===== config.mk =====
export PLATFORM = sky130hd
export DESIGN_NAME = alu_issue_stage
export DESIGN_NICKNAME = d
export VERILOG_FILES = /design/src/rtl/alu_issue_stage.sv
export SDC_FILE = /design/constraint.sdc
export NUM_CORES = 1
export LEC_CHECK = 0
export ABC_AREA = 1
export CAP_MARGIN = 10
export CORE_ASPECT_RATIO = 0.7
export CORE_MARGIN = 5
export CORE_UTILIZATION = 38
export DETAILED_ROUTE_END_ITERATION = 16
export GPL_TIMING_DRIVEN = 0
export PLACE_DENSITY = 0.81
export SLEW_MARGIN = 20
export SYNTH_ARGS = -nofsm -noshare
export SYNTH_HDL_FRONTEND = slang
export SYNTH_SLANG_ARGS = --single-unit
export TNS_END_PERCENT = 1

===== constraint.sdc =====
create_clock -name clk -period 2 [get_ports clk]
set_clock_uncertainty 0.15 [all_clocks]
set_input_delay 0.4 -clock clk [delete_from_list [all_inputs] [get_ports clk]]
set_output_delay 0.4 -clock clk [all_outputs]
set_load 0.02 [all_outputs]

===== src/rtl/alu_issue_stage.sv =====
// ---------------------------------------------------------------------------
// alu_issue_stage
//   Decode-to-execute issue stage. Turns opcode/funct3/funct7[5] into a 3-bit
//   ALU operation, picks operand A (rs1 / PC / zero) and operand B
//   (rs2 / immediate), and holds the result in a one-entry ID/EX slot with a
//   valid/ready handshake and flush.
//
// Ports
//   clk, rst                 clock, synchronous active-high reset
//   in_valid / in_ready      upstream handshake (decoded fields present)
//   opcode, funct3, funct7b5 instruction decode fields
//   rd1, rd2, imm, pc        operand sources
//   flush                    kill the held and the incoming instruction
//   out_valid / out_ready    downstream handshake towards execute
//   ALUSrcA, ALUSrcB         registered ALU operands
//   ALUControl               registered ALU op (ADD SUB AND OR SLT XOR SLL SRL)
//   is_branch, branch_ne     conditional branch, BNE vs BEQ
//   illegal                  unsupported encoding, travels with out_valid
// ---------------------------------------------------------------------------
module alu_issue_stage #(
    parameter int DATA_WIDTH  = 32,
    parameter int SHAMT_WIDTH = 5
) (
    input  logic                  clk,
    input  logic                  rst,
    input  logic                  in_valid,
    output logic                  in_ready,
    input  logic [6:0]            opcode,
    input  logic [2:0]            funct3,
    input  logic                  funct7b5,
    input  logic [DATA_WIDTH-1:0] rd1,
    input  logic [DATA_WIDTH-1:0] rd2,
    input  logic [DATA_WIDTH-1:0] imm,
    input  logic [DATA_WIDTH-1:0] pc,
    input  logic                  flush,
    output logic                  out_valid,
    input  logic                  out_ready,
    output logic [DATA_WIDTH-1:0] ALUSrcA,
    output logic [DATA_WIDTH-1:0] ALUSrcB,
    output logic [2:0]            ALUControl,
    output logic                  is_branch,
    output logic                  branch_ne,
    output logic                  illegal
);

    localparam logic [2:0] ALU_ADD = 3'b000;
    localparam logic [2:0] ALU_SUB = 3'b001;
    localparam logic [2:0] ALU_AND = 3'b010;
    localparam logic [2:0] ALU_OR  = 3'b011;
    localparam logic [2:0] ALU_SLT = 3'b100;
    localparam logic [2:0] ALU_XOR = 3'b101;
    localparam logic [2:0] ALU_SLL = 3'b110;
    localparam logic [2:0] ALU_SRL = 3'b111;

    localparam logic [6:0] OP_R      = 7'b0110011;
    localparam logic [6:0] OP_I      = 7'b0010011;
    localparam logic [6:0] OP_LOAD   = 7'b0000011;
    localparam logic [6:0] OP_STORE  = 7'b0100011;
    localparam logic [6:0] OP_JALR   = 7'b1100111;
    localparam logic [6:0] OP_LUI    = 7'b0110111;
    localparam logic [6:0] OP_AUIPC  = 7'b0010111;
    localparam logic [6:0] OP_BRANCH = 7'b1100011;

    logic [DATA_WIDTH-1:0] w_opa;
    logic [DATA_WIDTH-1:0] w_opb;
    logic [DATA_WIDTH-1:0] w_opb_raw;
    logic [2:0]            w_ctl;
    logic [2:0]            w_ctl_raw;
    logic                  w_ill;
    logic                  w_br;
    logic                  w_bne;
    logic                  w_load;

    logic                  r_valid;
    logic [DATA_WIDTH-1:0] r_a;
    logic [DATA_WIDTH-1:0] r_b;
    logic [2:0]            r_ctl;
    logic                  r_br;
    logic                  r_bne;
    logic                  r_ill;

    // funct3 -> ALU op shared by R-type and I-ALU; 011 (SLTU) is unsupported.
    function automatic logic [3:0] f3_map(input logic [2:0] f3);
        case (f3)
            3'b000:  f3_map = {1'b0, ALU_ADD};
            3'b111:  f3_map = {1'b0, ALU_AND};
            3'b110:  f3_map = {1'b0, ALU_OR};
            3'b010:  f3_map = {1'b0, ALU_SLT};
            3'b100:  f3_map = {1'b0, ALU_XOR};
            3'b001:  f3_map = {1'b0, ALU_SLL};
            3'b101:  f3_map = {1'b0, ALU_SRL};
            default: f3_map = {1'b1, ALU_ADD};
        endcase
    endfunction

    always_comb begin
        w_opa     = '0;
        w_opb_raw = '0;
        w_ctl_raw = ALU_ADD;
        w_ill     = 1'b0;
        w_br      = 1'b0;
        w_bne     = 1'b0;
        case (opcode)
            OP_R: begin
                w_opa     = rd1;
                w_opb_raw = rd2;
                {w_ill, w_ctl_raw} = f3_map(funct3);
                // funct7[5] only legal as the SUB selector
                if (funct3 == 3'b000) begin
                    if (funct7b5) w_ctl_raw = ALU_SUB;
                end else if (funct7b5) begin
                    w_ill = 1'b1;
                end
            end
            OP_I: begin
                w_opa     = rd1;
                w_opb_raw = imm;
                {w_ill, w_ctl_raw} = f3_map(funct3);
                // instr[30] is an immediate bit except for shifts (SRAI is unsupported)
                if ((funct3 == 3'b001 || funct3 == 3'b101) && funct7b5) w_ill = 1'b1;
            end
            OP_LOAD, OP_STORE, OP_JALR: begin
                w_opa     = rd1;
                w_opb_raw = imm;
            end
            OP_LUI: begin
                w_opb_raw = imm;
            end
            OP_AUIPC: begin
                w_opa     = pc;
                w_opb_raw = imm;
            end
            OP_BRANCH: begin
                w_opa     = rd1;
                w_opb_raw = rd2;
                w_ctl_raw = ALU_SUB;
                w_br      = 1'b1;
                w_bne     = funct3[0];
                if (funct3[2:1] != 2'b00) w_ill = 1'b1;
            end
            default: w_ill = 1'b1;
        endcase
    end

    // Shifts see only the shift amount; illegal encodings are squashed to a
    // harmless ADD 0+0 so execute never acts on garbage.
    always_comb begin
        w_opb = w_opb_raw;
        if (w_ctl_raw == ALU_SLL || w_ctl_raw == ALU_SRL)
            w_opb = {{(DATA_WIDTH-SHAMT_WIDTH){1'b0}}, w_opb_raw[SHAMT_WIDTH-1:0]};
        w_ctl = w_ctl_raw;
        if (w_ill) begin
            w_ctl = ALU_ADD;
            w_opb = '0;
        end
    end

    assign in_ready = !r_valid || out_ready;
    assign w_load   = in_valid && in_ready;

    always_ff @(posedge clk) begin
        if (rst) begin
            r_valid <= 1'b0;
            r_a     <= '0;
            r_b     <= '0;
            r_ctl   <= ALU_ADD;
            r_br    <= 1'b0;
            r_bne   <= 1'b0;
            r_ill   <= 1'b0;
        end else if (flush) begin
            r_valid <= 1'b0;
        end else if (w_load) begin
            r_valid <= 1'b1;
            r_a     <= w_ill ? '0 : w_opa;
            r_b     <= w_opb;
            r_ctl   <= w_ctl;
            r_br    <= w_br && !w_ill;
            r_bne   <= w_bne && !w_ill;
            r_ill   <= w_ill;
        end else if (out_ready) begin
            r_valid <= 1'b0;
        end
    end

    assign out_valid  = r_valid;
    assign ALUSrcA    = r_a;
    assign ALUSrcB    = r_b;
    assign ALUControl = r_ctl;
    // qualified so a drained/flushed slot never advertises a branch or trap
    assign is_branch  = r_valid && r_br;
    assign branch_ne  = r_bne;
    assign illegal    = r_valid && r_ill;

endmodule


**Yosys cells after proc, flatten, opt, wreduce, memory -nomap -nowiden**

Cells that the tools add are included.

- Register bits after elaboration: 71
- Input port bits: 144
- Output and inout port bits: 72
- Logic and storage cells: 63

- Eq/ne operators: 16
- Multiplexer cells: 19
- Bitwise logic cells: 1
- Reductions and logical operators: 20

Operators by type and width:

| operator | count |
|---|---|
| one-hot mux 32 bit (2 select lines) | 2 |
| two-way mux 32 bit | 3 |
| one-hot mux 4 bit (7 select lines) | 1 |
| == test 7 x 6 -> 1 bit, second input constant | 3 |
| == test 3 bit, second input constant | 6 |
| == test 7 x 5 -> 1 bit, second input constant | 2 |
| == test 7 bit, second input constant | 2 |
| OR reduction 6 bit | 2 |
| two-way mux 3 bit | 3 |
| one-hot mux 3 bit (3 select lines) | 1 |
| two-way mux 1 bit | 8 |
| == test 7 x 2 -> 1 bit, second input constant | 1 |
| logical AND 1 bit | 6 |
| OR reduction 5 bit | 1 |
| one-hot mux 1 bit (4 select lines) | 1 |
| nonzero test 2 bit | 2 |
| OR reduction 2 bit | 2 |
| == test 3 x 1 -> 1 bit, second input constant | 1 |
| == test 3 x 2 -> 1 bit, second input constant | 1 |
| logical NOT 3 bit | 1 |
| logical OR 1 bit | 3 |
| logical NOT 1 bit | 2 |
| AND reduction 2 bit | 1 |
| NOT 1 bit | 1 |

**Logic depth before layout (Yosys ltp)**

Gate-level depths: netlist (run 1).

- Depth in word-level cells: 9
- Depth in mapped cells: 11
- Depth with buffers taken out: 10

**Worst setup path before layout (run 1)**

Ideal clock, no wire load.

- Kind: input -> register
- Start: input in_valid
- End: register r_b[17] (netlist: ALUSrcB[17])
- Library setup time: 0.070 ns
- Arrival time: 1.480 ns
- Data required time: 1.780 ns
- Setup slack: 0.300 ns
- Stages on the path: 7
- Buffers on the path: 1
- Cells stage by stage: inv_1 -> nor3_4 -> inv_2 -> nor2_2 -> buf_2 -> nand3_1 -> a21oi_1

- Word-level cells in the longest chain between the ends: 2

Ends and longest elaborated chain:

| item | RTL line | text |
|---|---|---|
| from (decl) | 26 | `input logic in_valid,` |
| logical AND 1 bit | 159 | `assign w_load = in_valid && in_ready;` |
| AND reduction 2 bit (no line) | - |  |
| to (signal assigned) | 175 | `r_b <= w_opb;` |
| to (decl) | 76 | `logic [DATA_WIDTH-1:0] r_b;` |

No other way between the ends.
A chain may end at the register's enable or synchronous reset.

**Worst setup path in the final report (run 1)**

- Start: input out_ready
- End: output in_ready

- Word-level cells in the longest chain between the ends: 1

Ends and longest elaborated chain:

| item | RTL line | text |
|---|---|---|
| from (decl) | 37 | `input logic out_ready,` |
| logical OR 1 bit | 158 | `assign in_ready = !r_valid \|\| out_ready;` |
| to (decl) | 27 | `output logic in_ready,` |

No other way between the ends.

==> results.txt, run 1 <==
----------------------------------------------------
[Outcome]
  Run status ... finished, final reports clean

[Routing]
  Count of vias placed by the detailed router ... 4844
  Initial drt markers ... 379
  First-pass iteration count of the detailed router ... 5
  Vias per cell ... 5.05
  Count of antenna-violating nets left after detailed routing ... 0
  Drt wl/cell ... 15.6 um
  Final wirelength ... 15.0 mm
  Drt drc ... 0

[Yosys]
  Share of the synthesized area in the top cell type ... 0.391
  Post-synthesis instance total ... 593
  Area leader, netlist ... sky130_fd_sc_hd__dfxtp_1
  Number of warnings printed during yosys synthesis ... 0
  Share of the yosys chip area belonging to registers ... 0.391
  Register bit total from synthesis ... 71
  Biggest area contributors in the synthesized netlist ... sky130_fd_sc_hd__dfxtp_1, sky130_fd_sc_hd__nand2_1, sky130_fd_sc_hd__nand3_1
  Average size of a mapped cell ... 6.14 sq um
  Number of nets produced by synthesis ... 737
  Synth Cell Area ... 0.00364 sq mm
  Synth unique cells ... 20

[Placed design]
  Dpl cell area ... 0.00594 sq mm
  IO buf count ... 214
  Half-perimeter wire length of the detailed placement result ... 11.3 mm
  GP Congestion ... 0.914
  Setup slack after placement ... -0.651 ns

[Critical path]
  Highest cell delay on the worst timing path ... 0.42 ns
  Maximum fanout along the worst path ... 2
  Setup slack of the most critical reg-to-reg path ... 0.22 ns
  Path type of the worst setup path ... in2out
  Data arrival time of the critical path ... 1.42 ns
  Cell-by-cell trace of the critical path ... clkdlybuf4s50_1 > nor2_2 > inv_1 > dlygate4sd2_1
  Slowest-stage cell, CP ... sky130_fd_sc_hd__clkdlybuf4s50_1
  Kind of capture point of the worst setup path ... output port
  CP startpoint kind ... primary input
  Required time of the worst setup path ... 1.45 ns

[STA]
  Min Tclk post-route ... 1.97 ns
  Transition time of the tightest slew-check pin ... 0.604 ns
  Achievable clock frequency ... 509 MHz
  Max-slew violation count ... 0
  Final hold viol count ... 0
  Max-Slew Margin vs Limit ... 0.597
  Post-Route Setup TNS ... 0 ns
  Post-route setup slack ... 0.0349 ns
  Setup-failing EPs final ... 0
  Post-route clock period utilization ... 0.983

[Clocking]
  Total CTS buffers ... 9
  TritonCTS Sinks ... 71
  H-Tree Level Count ... 3
  Clock tree from TritonCTS ... yes
  Clk Latency, worst-skew pair ... 0.33 ns
  Clock Pin Slew Worst Setup and Hold Paths ... 0.05 ns
  Buffers from clock root to sink, at most ... 2
  Cell chosen for the clock root ... sky130_fd_sc_hd__clkbuf_16

[Global routing]
  Total congestion overflow after global routing ... 0
  Number of global-route vias before repair ... 4710
  Number of antenna violations at the first check in global routing ... 0
  Wire length of the first global-routing pass ... 22.8 mm
  Largest net degree at the start of global routing ... 13
  GRT Overall Usage ... 0.239

[Floorplan]
  Number of rows created at floorplan ... 29
  Horiz. Die Dim ... 127 um
  Number of primary I/O pins ... 216
  Die ar. ... 0.0117 sq mm
  Core box area ... 0.00922 sq mm
  Initial Util ... 0.395
  Die span in y ... 91.9 um

[Run]
  Number of maximum-capacitance violations ... 0

[Worst hold path]
  Min-Delay Path Class ... reg2reg

[Final layout]
  Leading cell types in the layout, fill and taps excluded ... sky130_fd_sc_hd__nand2_1, sky130_fd_sc_hd__clkdlybuf4s50_1, sky130_fd_sc_hd__dfxtp_1
  Final std cell area, no fill ... 0.00671 sq mm
  Signed area change from the synthesized netlist to the final layout ... 84.3%
  Share of final-layout standard cells stronger than drive strength 1 ... 0.126
  Commonest non-fill, non-tap cell in the layout ... sky130_fd_sc_hd__nand2_1
  Nets@finish ... 975
  Antenna fix cells ... 0

[Pwr]
  Power share of the combinational group ... 0.160
  Internal Pwr Total ... 2610 uW
  Relative contribution of sequential cells to total power ... 0.411
  NetSw ... 844 uW
  Net Sw Frac ... 0.244
  Design Power ... 3450 uW
  Largest vdd supply drop ... 0.414 mV
  Clock share of power ... 0.429
  Power per unit of standard cell area ... 514 mW/mm^2
  Leakage power summed over all cells ... 0.00272 uW

----------------------------------------------------
-- power by group through the flow --
| stage | sequential, uW | clock, uW | combinational, uW |
|---|---|---|---|
| floorplan | 1450 | 0 | 142 |
| global placement | 1450 | 0 | 476 |
| detailed placement | 1450 | 0 | 486 |
| CTS | 1420 | 1490 | 509 |
| global route | 1420 | 1570 | 588 |
| finish | 1420 | 1480 | 553 |
-- per-layer routing --
layer  track usage  share of wire  up-vias
li1              -              -     2380
met1         0.280           0.41     2208
met2         0.413           0.48      226
met3        0.0813          0.089       30
met4        0.0759          0.019        0
met5             0              0        -
-- cell type report --
class	instances	area [sq um]
Fill cell	757	2510
Timing Repair Buffer	227	2290
Multi-Input combinational cell	462	2190
Sequential cell	71	1420
Buffer	40	302
Clock buffer	11	243
Tap cell	124	155
Inverter	20	80.1
Clock inverter	5	33.8
-- cells in the mapped netlist, drive strengths merged --
library cell / number
nand2: 284
nand3: 75
a21oi: 72
dfxtp: 71
clkbuf: 22
inv: 20
nor2: 19
buf: 18
o21ai: 4
nor3: 2
a211oi: 1
a22oi: 1
nand3b: 1
nand4: 1
o211ai: 1
o21bai: 1
-- logic make-up (layout without fill, tap and decap cells) --
group | count (synthesis) | in the layout | synth area share
AO/OA/AOI/OAI | 80 | 80 | 0.113
buffers and inverters | 60 | 303 | 0.0681
flip-flops | 71 | 71 | 0.391
AND/OR/NAND/NOR | 382 | 382 | 0.429
-- worst max-delay path, delay by kind of cell --
kind / cells / cell delay, ns
buf+inv: 3 / 0.84
simple gates: 1 / 0.18
-- metrics by stage --
stage / instances / util / hold WS [ns]
floorplan: 593 / - / 0.296
global placement: 931 / 0.644 / 0.301
detailed placement: 931 / 0.644 / 0.307
CTS: 952 / 0.692 / 0.314
global route: 960 / 0.728 / 0.333
finish: 960 / 0.728 / 0.316
-- flip-flops by register name, summed over array words and instances (netlist names) --
signal,count
ALUSrcB,32
out_valid,1
branch_ne,1
r_br,1
ALUControl,3
ALUSrcA,32
r_ill,1
-- what timing repair did --
action / 4_1_cts / 5_1_grt
hold endpoints to repair: 0 / 0
setup buffers: 5 / 6
endpoints found under the setup margin: 73 / 70
gates resized for setup: 45 / 80
cloned: 0 / 2
hold buffers: 0 / 0
pin swaps: 4 / 14
-- path summary, 6_finish.rpt --
| path | start | to | cells past startpoint |
|---|---|---|---|
| max | out_ready | in_ready | 4 |
| min | ALUSrcA[27]$_SDFFE_PP0P_ | ALUSrcA[27]$_SDFFE_PP0P_ | 2 |
| max reg2reg | out_valid$_SDFFE_PP0P_ | branch_ne$_SDFFE_PP0P_ | 8 |
| min reg2reg | ALUSrcA[27]$_SDFFE_PP0P_ | ALUSrcA[27]$_SDFFE_PP0P_ | 2 |
Note: power is estimated with default switching activity, not from simulation.
==> run 2: changes to the inputs <==
==> constraint.sdc (replaced) <==
create_clock -name clk -period 2 [get_ports clk]
set_clock_uncertainty 0.15 [all_clocks]
set_input_delay 0.2 -clock clk [delete_from_list [all_inputs] [get_ports clk]]
set_output_delay 0.2 -clock clk [all_outputs]
set_load 0.02 [all_outputs]
==> run 2 against run 1 <==
  * Worst setup slack improved by 0.026 ns
  * Critical path depth rose by 8
  * Flip-flop and latch count stayed put
  * First-iteration DRC count grew 4.2%
  * Clock power barely moved
  * Core utilization down 3.7 points
  * Die area unchanged
  * Critical path type is now in2reg
  * Critical endpoint is now ALUSrcB[14]$_SDFFE_PP0P_
  * Largest cell class unchanged
  * Highest routed layer unchanged
==> results.txt, run 2 (synthesized netlist as in run 1, its figures left out) <==
----------------------------------------------------
[Floorplan]
  Number of primary I/O pins ... 216 (unchanged)
  Core box area ... 0.00922 sq mm (unchanged)
  Horiz. Die Dim ... 127 um (unchanged)
  Initial Util ... 0.395 (unchanged)
  Die ar. ... 0.0117 sq mm (unchanged)
  Number of rows created at floorplan ... 29 (unchanged)
  Die span in y ... 91.9 um (unchanged)

[Placed design]
  Number of cells in the design after placement ... 931 (unchanged)
  IO buf count ... 214 (unchanged)
  GP Congestion ... 0.914 (unchanged)
  Half-perimeter wire length of the detailed placement result ... 11.3 mm (unchanged)

[Run]
  Number of maximum-capacitance violations ... 0 (unchanged)

[Final layout]
  Area of the multi-input gates ... 0.00200 sq mm (-8.4%)
  Nets@finish ... 966 (-0.92%)
  Post-route core utilization ... 0.691 (-0.0373)
  Cell Count, Final, Fillers Out ... 951 (-0.94%)
  Signed area change from the synthesized netlist to the final layout ... 74.9%
  Share of final-layout standard cells stronger than drive strength 1 ... 0.0689 (-0.0567)
  Antenna fix cells ... 0 (unchanged)
  Commonest non-fill, non-tap cell in the layout ... sky130_fd_sc_hd__nand2_1
  Filler instances ... 823 (+8.7%)
  Leading cell types in the layout, fill and taps excluded ... sky130_fd_sc_hd__nand2_1, sky130_fd_sc_hd__clkdlybuf4s50_1, sky130_fd_sc_hd__nand3_1
  Area taken by flip-flops and latches ... 0.00142 sq mm (unchanged)

[Global routing]
  Largest net degree at the start of global routing ... 13 (unchanged)
  Wire length of the first global-routing pass ... 22.5 mm (-1.6%)
  Number of global-route vias before repair ... 4633 (-1.6%)
  Number of antenna violations at the first check in global routing ... 0 (unchanged)
  Total congestion overflow after global routing ... 0 (unchanged)
  GRT Overall Usage ... 0.236 (-0.00367)

[STA]
  Setup repair after global routing missed its margin ... yes
  Final hold viol count ... 0 (unchanged)
  Post-route clock period utilization ... 0.969 (-0.0131)
  Setup-failing EPs final ... 0 (unchanged)
  Min Tclk post-route ... 1.94 ns (-0.0263 ns)
  Max-Slew Margin vs Limit ... 0.638 (+0.0410)
  Transition time of the tightest slew-check pin ... 0.543 ns (-0.0615 ns)
  Achievable clock frequency ... 516 MHz (+1.4%)
  Max-slew violation count ... 0 (unchanged)

[Critical path]
  RR Startpoint ... out_valid$_SDFFE_PP0P_
  Maximum fanout along the worst path ... 10 (+8)
  Path type of the worst setup path ... in2reg
  Highest cell delay on the worst timing path ... 0.46 ns (+0.04 ns)
  Slowest-stage cell, CP ... sky130_fd_sc_hd__clkdlybuf4s50_1
  CP startpoint kind ... primary input
  Cell-by-cell trace of the critical path ... clkdlybuf4s50_1 > nand2_1 > inv_2 > nand2_1 > nor2_2 > inv_1 > nand2_2 > buf_2 > nand2_1 > nand2_1 > nand3_1 > a21oi_1
  Required time of the worst setup path ... 2.10 ns (+0.65 ns)
  Data arrival time of the critical path ... 2.04 ns (+0.62 ns)
  Critical path buffer and inverter count ... 4 (+1)
  Capture point of the worst reg-to-reg path ... branch_ne$_SDFFE_PP0P_
  Setup slack of the most critical reg-to-reg path ... 0.14 ns (-0.08 ns)
  Crit path max-delay family ... buffers and inverters
  Kind of capture point of the worst setup path ... flop
  Dominant cell type by count on the critical path ... sky130_fd_sc_hd__nand2_1
  Register-to-Register Path Depth ... 8 (unchanged)

[Pwr]
  Leakage power summed over all cells ... 0.00255 uW (-6.5%)
  NetSw ... 808 uW (-4.3%)
  Design Power ... 3400 uW (-1.5%)
  Power per unit of standard cell area ... 534 mW/mm^2 (+3.8%)
  Net Sw Frac ... 0.238 (-0.00685)
  Clock share of power ... 0.432 (+0.003)
  Power share of the combinational group ... 0.151 (-0.009)
  Relative contribution of sequential cells to total power ... 0.418 (+0.007)
  Largest vdd supply drop ... 0.424 mV (+2.5%)
  Internal Pwr Total ... 2590 uW (-0.63%)

[Routing]
  Drt drc ... 0 (unchanged)
  First-pass iteration count of the detailed router ... 4 (-1)
  Final wirelength ... 14.3 mm (-4.4%)
  Initial drt markers ... 395 (+4.2%)
  Vias per cell ... 4.93 (-2.2%)
  Count of vias placed by the detailed router ... 4692 (-3.1%)
  Drt wl/cell ... 15.0 um (-3.5%)
  Count of antenna-violating nets left after detailed routing ... 0 (unchanged)

[Worst hold path]
  Hold Path End ... r_ill$_SDFFE_PP0P_
  Hold wc startpoint ... rst
  Min-Delay Path Depth ... 3 (+1)
  Min-Delay Path Class ... in2reg

[Clocking]
  Buffers from clock root to sink, at most ... 2 (unchanged)
  Total CTS buffers ... 9 (unchanged)
  Clk Latency, worst-skew pair ... 0.32 ns (about the same)
  Clock tree from TritonCTS ... yes
  Clock Pin Slew Worst Setup and Hold Paths ... 0.06 ns (about the same)
  Cell chosen for the clock root ... sky130_fd_sc_hd__clkbuf_16
  H-Tree Level Count ... 3 (unchanged)
  TritonCTS Sinks ... 71 (unchanged)

[Outcome]
  Run status ... finished, final reports clean

----------------------------------------------------
## run 2: cell count changes in the layout (fill, tap and decap cells not counted), moves of 6 or more
cell                              delta
sky130_fd_sc_hd__a21oi_2            -18
sky130_fd_sc_hd__nand2_1             +6
sky130_fd_sc_hd__a21oi_1            +18
sky130_fd_sc_hd__clkdlybuf4s50_1    +11
sky130_fd_sc_hd__buf_6               -7
sky130_fd_sc_hd__dlymetal6s2s_1      -6
sky130_fd_sc_hd__buf_4               -6
sky130_fd_sc_hd__nor2_1              +6
## run 2: repair_timing
action | CTS | global route
setup buffers | 0 | 4
pin swaps | 0 | 3
setup endpoints to repair | 50 | 71
hold buffers | 0 | 0
gates resized for setup | 5 | 48
## run 2: metrics by stage
stage          hold slack [ns]  setup TNS (ns)  worst slack [ns]  instance area (sq um)
2_1_floorplan            0.128               0             0.316                   3640
3_3_place_gp             0.301          -20.66            -0.417                   5940
3_5_place_dp             0.307          -24.78            -0.451                   5940
4_1_cts                  0.289               0           0.00847                   6220
5_1_grt                  0.333          -0.803           -0.0829                   6360
6_report                 0.303               0            0.0612                   6360
## run 2: worst max path at each step
stage | from | to | slack, ns | cells after the start
after detailed placement | opcode[4] | ALUSrcA[24]$_SDFFE_PP0P_ | -0.45 | 10
after global placement | in_valid | ALUSrcB[31]$_SDFFE_PP0P_ | -0.42 | 8
after floorplan | out_valid$_SDFFE_PP0P_ | ALUSrcB[17]$_SDFFE_PP0P_ | 0.32 | 8
final | opcode[1] | ALUSrcB[14]$_SDFFE_PP0P_ | 0.06 | 12
after global routing | opcode[3] | ALUSrcB[4]$_SDFFE_PP0P_ | -0.08 | 11
after CTS | in_valid | ALUSrcB[31]$_SDFFE_PP0P_ | 0.008 | 8
## run 2: worst register-to-register path, stage by stage (launching register included)
cell and delay [ns]:
sky130_fd_sc_hd__dfxtp_1 0.37, sky130_fd_sc_hd__inv_2 0.04, sky130_fd_sc_hd__nor2_1 0.22, sky130_fd_sc_hd__nor3_4 0.07, sky130_fd_sc_hd__inv_2 0.18, sky130_fd_sc_hd__clkbuf_1 0.39, sky130_fd_sc_hd__nor2_1 0.12, sky130_fd_sc_hd__nand3_1 0.11
sky130_fd_sc_hd__a21oi_1 0.07
## run 2: final cells by class
class                   count  share of cell area
inverters                  20              0.0118
repair buffers            218               0.344
clock inverters             5             0.00531
multi-input cells         462               0.315
plain buffers              40              0.0381
flip-flops and latches     71               0.223
clock buffers              11              0.0381
well taps                 124              0.0244
## run 2: power by group through the flow
stage | clock network, uW | logic, uW | registers, uW
floorplan | 0 | 142 | 1450
global placement | 0 | 476 | 1450
detailed placement | 0 | 486 | 1450
CTS | 1490 | 490 | 1420
global route | 1570 | 549 | 1420
finish | 1470 | 513 | 1420
## run 2: per-layer routing
| metal | vias up | global-route usage | part of all wire |
|---|---|---|---|
| met2 | 181 | 0.400 | 0.48 |
| met1 | 2133 | 0.280 | 0.41 |
| met4 | 0 | 0.0786 | 0.018 |
| met5 | - | 0 | 0 |
| li1 | 2357 | - | - |
| met3 | 21 | 0.0807 | 0.087 |
